--- src/rtl/pwm_duty_ctrl_pkg.sv ---
// Shared types, constants and level arithmetic for the PWM duty controller.
// Package pwm_pkg: LEVEL_MAX / STEPS / LEVEL_W, level_t and the saturating
// level update used by the button logic.
package pwm_pkg;

  localparam int unsigned LEVEL_W   = 4;
  localparam int unsigned LEVEL_MAX = 10;
  localparam int unsigned STEPS     = 10;

  typedef logic [LEVEL_W-1:0] level_t;

  // Saturating 0..LEVEL_MAX update; simultaneous up and down cancel out.
  function automatic level_t next_level(level_t lvl, logic up, logic dn);
    level_t nxt;
    nxt = lvl;
    if (up && !dn && (lvl < level_t'(LEVEL_MAX))) begin
      nxt = lvl + level_t'(1);
    end else if (dn && !up && (lvl != level_t'(0))) begin
      nxt = lvl - level_t'(1);
    end
    return nxt;
  endfunction

endpackage

--- src/rtl/pwm_duty_ctrl_if.sv ---
// Button / PWM / display bundle of the PWM duty controller.
//   btn_up, btn_dn      : raw asynchronous active-high buttons
//   PWM_OUT             : registered PWM waveform
//   digit0..digit2      : duty level code 0..10, identical on all three
// master = stimulus/button side, slave = controller side.
interface pwm_duty_ctrl_if;
  import pwm_pkg::*;

  logic   btn_up;
  logic   btn_dn;
  logic   PWM_OUT;
  level_t digit0;
  level_t digit1;
  level_t digit2;

  modport master (
    output btn_up,
    output btn_dn,
    input  PWM_OUT,
    input  digit0,
    input  digit1,
    input  digit2
  );

  modport slave (
    input  btn_up,
    input  btn_dn,
    output PWM_OUT,
    output digit0,
    output digit1,
    output digit2
  );

endinterface

--- src/rtl/pwm_duty_ctrl_debounce.sv ---
// btn_debounce: level filter for an already synchronized button.
// Only built when PWM_DUTY_DEBOUNCE_EN is defined.
// Ports:
//   clk, rst : clock, asynchronous active-high reset
//   din      : synchronized button level
//   dout     : filtered level, follows din after DEB_CYCLES equal samples
`ifdef PWM_DUTY_DEBOUNCE_EN
module btn_debounce #(
  parameter int unsigned DEB_CYCLES = 8
) (
  input  logic clk,
  input  logic rst,
  input  logic din,
  output logic dout
);

  localparam int unsigned CNT_W = $clog2(DEB_CYCLES + 1);

  logic [CNT_W-1:0] cnt;

  // Count consecutive samples that disagree with the accepted level; any
  // agreeing sample restarts the run.
  always_ff @(posedge clk or posedge rst) begin
    if (rst) begin
      cnt  <= '0;
      dout <= 1'b0;
    end else if (din == dout) begin
      cnt <= '0;
    end else if (cnt == CNT_W'(DEB_CYCLES - 1)) begin
      cnt  <= '0;
      dout <= din;
    end else begin
      cnt <= cnt + CNT_W'(1);
    end
  end

endmodule
`endif

--- src/rtl/pwm_duty_ctrl.sv ---
// pwm_duty_ctrl: two-button duty selector (0..10 = 0..100 %) driving a
// 10-step PWM and a 3-digit level display.
// Ports:
//   clk  : single clock, rising edge
//   rst  : asynchronous active-high reset
//   bus  : pwm_duty_ctrl_if.slave (btn_up, btn_dn, PWM_OUT, digit0..2)
// Parameters: CLK_DIV clk cycles per PWM step, DEB_CYCLES debounce length.
// Optional: PWM_DUTY_DEBOUNCE_EN inserts btn_debounce after each synchronizer.
module pwm_duty_ctrl
  import pwm_pkg::*;
#(
  parameter int unsigned CLK_DIV    = 4,
  parameter int unsigned DEB_CYCLES = 8
) (
  input logic            clk,
  input logic            rst,
  pwm_duty_ctrl_if.slave bus
);

  localparam int unsigned PRESC_W = (CLK_DIV > 1) ? $clog2(CLK_DIV) : 1;

  if ((CLK_DIV < 1) || (DEB_CYCLES < 1)) begin : g_param_chk
    $error("pwm_duty_ctrl: CLK_DIV and DEB_CYCLES must be >= 1");
  end

  logic [1:0]         up_sync;
  logic [1:0]         dn_sync;
  logic               up_cond;
  logic               dn_cond;
  logic               up_q;
  logic               dn_q;
  logic               up_ev_c;
  logic               dn_ev_c;
  level_t             lvl;
  level_t             act;
  level_t             step;
  logic [PRESC_W-1:0] presc;
  logic               tick_c;
  logic               wrap_c;
  logic               pwm;

  // Two-flop synchronizers for the asynchronous buttons.
  always_ff @(posedge clk or posedge rst) begin
    if (rst) begin
      up_sync <= '0;
      dn_sync <= '0;
    end else begin
      up_sync <= {up_sync[0], bus.btn_up};
      dn_sync <= {dn_sync[0], bus.btn_dn};
    end
  end

`ifdef PWM_DUTY_DEBOUNCE_EN
  btn_debounce #(.DEB_CYCLES(DEB_CYCLES)) u_deb_up (
    .clk  (clk),
    .rst  (rst),
    .din  (up_sync[1]),
    .dout (up_cond)
  );

  btn_debounce #(.DEB_CYCLES(DEB_CYCLES)) u_deb_dn (
    .clk  (clk),
    .rst  (rst),
    .din  (dn_sync[1]),
    .dout (dn_cond)
  );
`else
  assign up_cond = up_sync[1];
  assign dn_cond = dn_sync[1];
`endif

  // Rising-edge detect: one event per press regardless of hold time.
  always_ff @(posedge clk or posedge rst) begin
    if (rst) begin
      up_q <= 1'b0;
      dn_q <= 1'b0;
    end else begin
      up_q <= up_cond;
      dn_q <= dn_cond;
    end
  end

  always_comb begin
    up_ev_c = up_cond & ~up_q;
    dn_ev_c = dn_cond & ~dn_q;
  end

  // Requested level; also drives the display directly.
  always_ff @(posedge clk or posedge rst) begin
    if (rst) begin
      lvl <= '0;
    end else if (up_ev_c || dn_ev_c) begin
      lvl <= next_level(lvl, up_ev_c, dn_ev_c);
    end
  end

  // Prescaler: one tick every CLK_DIV cycles.
  always_comb begin
    tick_c = (presc == PRESC_W'(CLK_DIV - 1));
    wrap_c = tick_c && (step == level_t'(STEPS - 1));
  end

  always_ff @(posedge clk or posedge rst) begin
    if (rst) begin
      presc <= '0;
    end else if (tick_c) begin
      presc <= '0;
    end else begin
      presc <= presc + PRESC_W'(1);
    end
  end

  // Step counter 0..STEPS-1; act only reloads at the period boundary so a
  // mid-period level change never distorts the running period.
  always_ff @(posedge clk or posedge rst) begin
    if (rst) begin
      step <= '0;
      act  <= '0;
    end else if (wrap_c) begin
      step <= '0;
      act  <= lvl;
    end else if (tick_c) begin
      step <= step + level_t'(1);
    end
  end

  always_ff @(posedge clk or posedge rst) begin
    if (rst) begin
      pwm <= 1'b0;
    end else begin
      pwm <= (step < act);
    end
  end

  assign bus.PWM_OUT = pwm;
  assign bus.digit0  = lvl;
  assign bus.digit1  = lvl;
  assign bus.digit2  = lvl;

endmodule

--- src/flat_wrapper.sv ---
// flat-port wrapper written by rule: the top's interface ports become plain ports
module pwm_duty_ctrl_flat import pwm_pkg::*;
#(
  parameter int unsigned CLK_DIV    = 4,
  parameter int unsigned DEB_CYCLES = 8
)
  (clk, rst, bus_btn_up, bus_btn_dn, bus_PWM_OUT, bus_digit0, bus_digit1, bus_digit2);
  pwm_duty_ctrl_if bus_i ();
  input logic clk;
  input logic rst;
  input wire logic [$bits(bus_i.btn_up)-1:0] bus_btn_up;
  input wire logic [$bits(bus_i.btn_dn)-1:0] bus_btn_dn;
  output wire logic [$bits(bus_i.PWM_OUT)-1:0] bus_PWM_OUT;
  output wire logic [$bits(bus_i.digit0)-1:0] bus_digit0;
  output wire logic [$bits(bus_i.digit1)-1:0] bus_digit1;
  output wire logic [$bits(bus_i.digit2)-1:0] bus_digit2;
  assign bus_i.btn_up = bus_btn_up;
  assign bus_i.btn_dn = bus_btn_dn;
  assign bus_PWM_OUT = bus_i.PWM_OUT;
  assign bus_digit0 = bus_i.digit0;
  assign bus_digit1 = bus_i.digit1;
  assign bus_digit2 = bus_i.digit2;
  pwm_duty_ctrl #(.CLK_DIV(CLK_DIV), .DEB_CYCLES(DEB_CYCLES)) u_core (.clk(clk), .rst(rst), .bus(bus_i));
endmodule
--- config.mk ---
export PLATFORM = sky130hd
export DESIGN_NAME = pwm_duty_ctrl_flat
export DESIGN_NICKNAME = d
export VERILOG_FILES = /design/src/rtl/pwm_duty_ctrl_pkg.sv /design/src/rtl/pwm_duty_ctrl_if.sv /design/src/rtl/pwm_duty_ctrl_debounce.sv /design/src/rtl/pwm_duty_ctrl.sv /design/src/flat_wrapper.sv
export SDC_FILE = /design/constraint.sdc
export NUM_CORES = 1
export LEC_CHECK = 0
export ABC_AREA = 0
export BUFFER_PORTS_ARGS = -buffer_cell sky130_fd_sc_hd__buf_4
export CAP_MARGIN = 20
export CORE_ASPECT_RATIO = 0.75
export CORE_MARGIN = 4
export CORE_UTILIZATION = 58
export DETAILED_ROUTE_END_ITERATION = 8
export PLACE_DENSITY = 0.82
export SYNTH_ARGS = -nofsm -noshare
export SYNTH_HDL_FRONTEND = slang
export SYNTH_HIERARCHICAL = 1
export SYNTH_SLANG_ARGS = --single-unit
--- constraint.sdc ---
create_clock -name clk -period 4.56 [get_ports clk]
set_clock_uncertainty 0.05 [all_clocks]
set_input_delay 0.228 -clock clk [delete_from_list [all_inputs] [get_ports clk]]
set_output_delay 0.228 -clock clk [all_outputs]
set_load 0.005 [all_outputs]
==> results.ini <==
[worst_setup_path]
cp.depth = 7
crit_slowest_cell = dfrtp_1
path_cells = o21ai_0, nand3b_2, ha_1, a21o_1, a21oi_1, mux2i_1, xor2_1
cp.arrival_ns = 2.28
crit_fanout = 9
required_ns = 4.74
critPathKind = reg2reg
r2r_cells = 7
path_buf_inv = 0
cpPeakStageDelay_ns = 0.50
worstSetupStartpointType = flip-flop
crit_path_end_kind = flip-flop
cp_top_family = compound AO/OA/AOI/OAI gates

[synthesis]
ys.flop_type = dfrtp_1
netlist_top_cells_area = dfrtp_1 (51%), ha_1 (9.6%), buf_4 (5.8%), mux2_4 (2.9%), xor2_1 (2.5%)
yosys_warnings = 6
synthCells = 82
async_flop_share_pct = 100
synth_cell_type_count = 28
syn-num-nets = 95
synth_seq_area_share_pct = 50.5
ys_seq_elements = 21
synth_edf_count = 0
syn_area_mm2 = 0.00104
synth_top_area_share_pct = 50.5
avgSynthCellArea_um2 = 12.7
synth_top_area_cell = dfrtp_1

[route]
wl_um = 1710
ant_nets = 0
post_drt_wl_per_cell_um = 14.8
drtIter0Drc = 11
firstDrtPassIters = 4
route.detailed.drc = 0
routed_via_density = 5.31
vias = 616

[clock_tree]
clk_pin_slew_ns = 0.11
htreeDepth = 1
numCtsBuffers = 3
clk_root_buffer_cell = clkbuf_4
clk_latency_ns = 0.29
cts_tree = built
cts_buffer_depth = 2
post_cts_buffers = 0
cts.sink_count = 21

[pwr]
total_power_mw = 0.628
swShare_pct = 32.9
seq_power_share_pct = 45.4
p_leak_nw = 0.584
power.share.combinational_pct = 41.1
powerDensity_mw_per_mm2 = 537
intPower_mw = 0.421
irDropWorstVdd_mv = 0.397
clkPwrFrac_pct = 13.6
power.switching_mw = 0.206

[sta]
fmax_ghz = 0.475
setup_viol = 0
rsz0062_at_grt = false
tightest_slew_ns = 0.768
max_slew_margin_pct = 48.8
finalHoldViolCount = 0
setup_tns_ns = 0
timing.hold.ws_ns = 0.00948
fin_crit_sh_pct = 46.2
fin_crit_ns = 2.10
maxSlewViolCount = 0

[global_routing]
grt_max_degree = 22
grt_usage_pct = 15.8
antenna_found_initial = 0
grt_pass1_vias = 663
grt_pass1_wl_um = 2970
grt_remaining_overflow = 0

[placement]
gp_congestion = 0.722
placed_cells = 110
dp_hpwl_um = 1280
placed_area_mm2 = 0.00112
port_buffers = 16

[floorplan]
fp.dieW_um = 56.9
fp.dieH_um = 44.7
std_cell_rows = 12
pin_count = 17
initial_core_util_pct = 66.0
core_mm2 = 0.00158
fp.dieArea_mm2 = 0.00254

[flow_run]
cap_violations = 0

[cells_and_area]
design_area_mm2 = 0.00117
stdcell_count = 116
fillers = 100
antennaDiodeCount = 0
drive_above_1_share_pct = 29.5
nets = 109
syn2layout_area_growth_pct = 12.4

[worst_hold_path]
hold_path.class = in2async

[run_status]
status = finished, final reports clean

[worst reg2reg max path, cell delays in order, from the launching register on]
cell      delay, ns
dfrtp_1        0.50
o21ai_0        0.25
nand3b_2       0.20
ha_1           0.32
a21o_1         0.17
a21oi_1        0.17
mux2i_1        0.24
xor2_1         0.15
[path summary, 6_finish.rpt]
| check | to | slack [ns] | startpoint |
|---|---|---|---|
| worst min-delay path | u_core/presc[1] | 0.009 | rst |
| worst min register to register | u_core/up_sync[1] | 0.31 | u_core/up_sync[0] |
| min in group clk | u_core/up_sync[1] | 0.31 | u_core/up_sync[0] |
| worst max register to register | u_core/bus.digit0[3] | 2.46 | u_core/bus.digit0[1] |
| worst max-delay path | u_core/bus.digit0[3] | 2.46 | u_core/bus.digit0[1] |
| max in group asynchronous | u_core/act[1] | 3.97 | rst |
[cell families (layout without fill, tap and decap cells)]
logic type      after synthesis  count (layout)  share of synthesized area [%]
fa+ha+maj                     9               9                           11.6
flops                        21              21                           50.5
simple gates                 16              16                           11.4
mux                           8               8                           9.15
xor+xnor                      4               4                           3.37
buf+inv                      14              27                           8.06
compound gates               10              10                           5.90
[cell type report]
class | count | area (um^2) | share of cell area [%]
Sequential cell | 21 | 526 | 45.0
Clock buffer | 3 | 22.5 | 1.93
Inverter | 5 | 18.8 | 1.61
Tap cell | 21 | 26.3 | 2.25
Clock inverter | 1 | 5.00 | 0.428
Multi-Input combinational cell | 47 | 430 | 36.8
Timing Repair Buffer | 18 | 140 | 12.0
[Yosys cell counts (all sizes together) (2+ instances only)]
| cell type | number |
|---|---|
| dfrtp | 21 |
| mux2 | 6 |
| a21o | 3 |
| mux2i | 2 |
| nand2 | 5 |
| nand2b | 3 |
| buf | 9 |
| inv | 5 |
| a21oi | 2 |
| xor2 | 3 |
| o21ai | 4 |
| nand3b | 3 |
| ha | 8 |
[power by group through the flow]
| stage | combinational (mW) | sequential (mW) | clock [mW] |
|---|---|---|---|
| 3_5_place_dp | 0.259 | 0.291 | 0 |
| 4_1_cts | 0.261 | 0.286 | 0.0888 |
| 3_3_place_gp | 0.245 | 0.286 | 0 |
| 6_report | 0.258 | 0.285 | 0.0852 |
| 5_1_grt | 0.285 | 0.296 | 0.101 |
| 2_1_floorplan | 0.186 | 0.278 | 0 |
[metal layers]
layer | part of all wire, % | vias to the layer above | track usage [%]
met5 | 0 | - | 0
met4 | 0.58 | 0 | 2.78
met3 | 4.5 | 2 | 5.54
met2 | 52 | 15 | 29.8
met1 | 43 | 303 | 17.4
li1 | - | 296 | -
[registers in the layout, indices dropped and copies added (netlist names)]
signal              count
u_core/presc            2
u_core/dn_q             1
u_core/up_q             1
u_core/dn_sync          2
u_core/bus.digit0       4
u_core/up_sync          2
u_core/bus.PWM_OUT      1
u_core/act              4
u_core/step             4
[per-stage QoR]
step | setup slack, ns | utilization [%]
6_report | 2.46 | 74.1
3_5_place_dp | 2.45 | 71.1
5_1_grt | 2.24 | 74.1
4_1_cts | 2.44 | 74.1
2_1_floorplan | 2.61 | -
3_3_place_gp | 2.55 | 71.1
[layout by cell type, fill, tap and decap left out, types with 2 or more instances in the layout]
master,count
o21ai_0,2
o21ai_1,2
nand2_1,4
mux2i_1,2
dlygate4sd3_1,2
mux2_2,2
a21o_1,3
buf_4,16
xor2_1,3
nand2b_1,3
mux2_1,2
ha_1,8
inv_1,5
mux2_4,2
dfrtp_1,21
a21oi_1,2
clkbuf_4,3
[what timing repair did]
action / in CTS / in global routing
hold buffers: 2 / 0
endpoints found under the setup margin: 0 / 0
hold endpoints to repair: 2 / 0
resized for setup: 0 / 0
(Power assumes the default switching activity.)
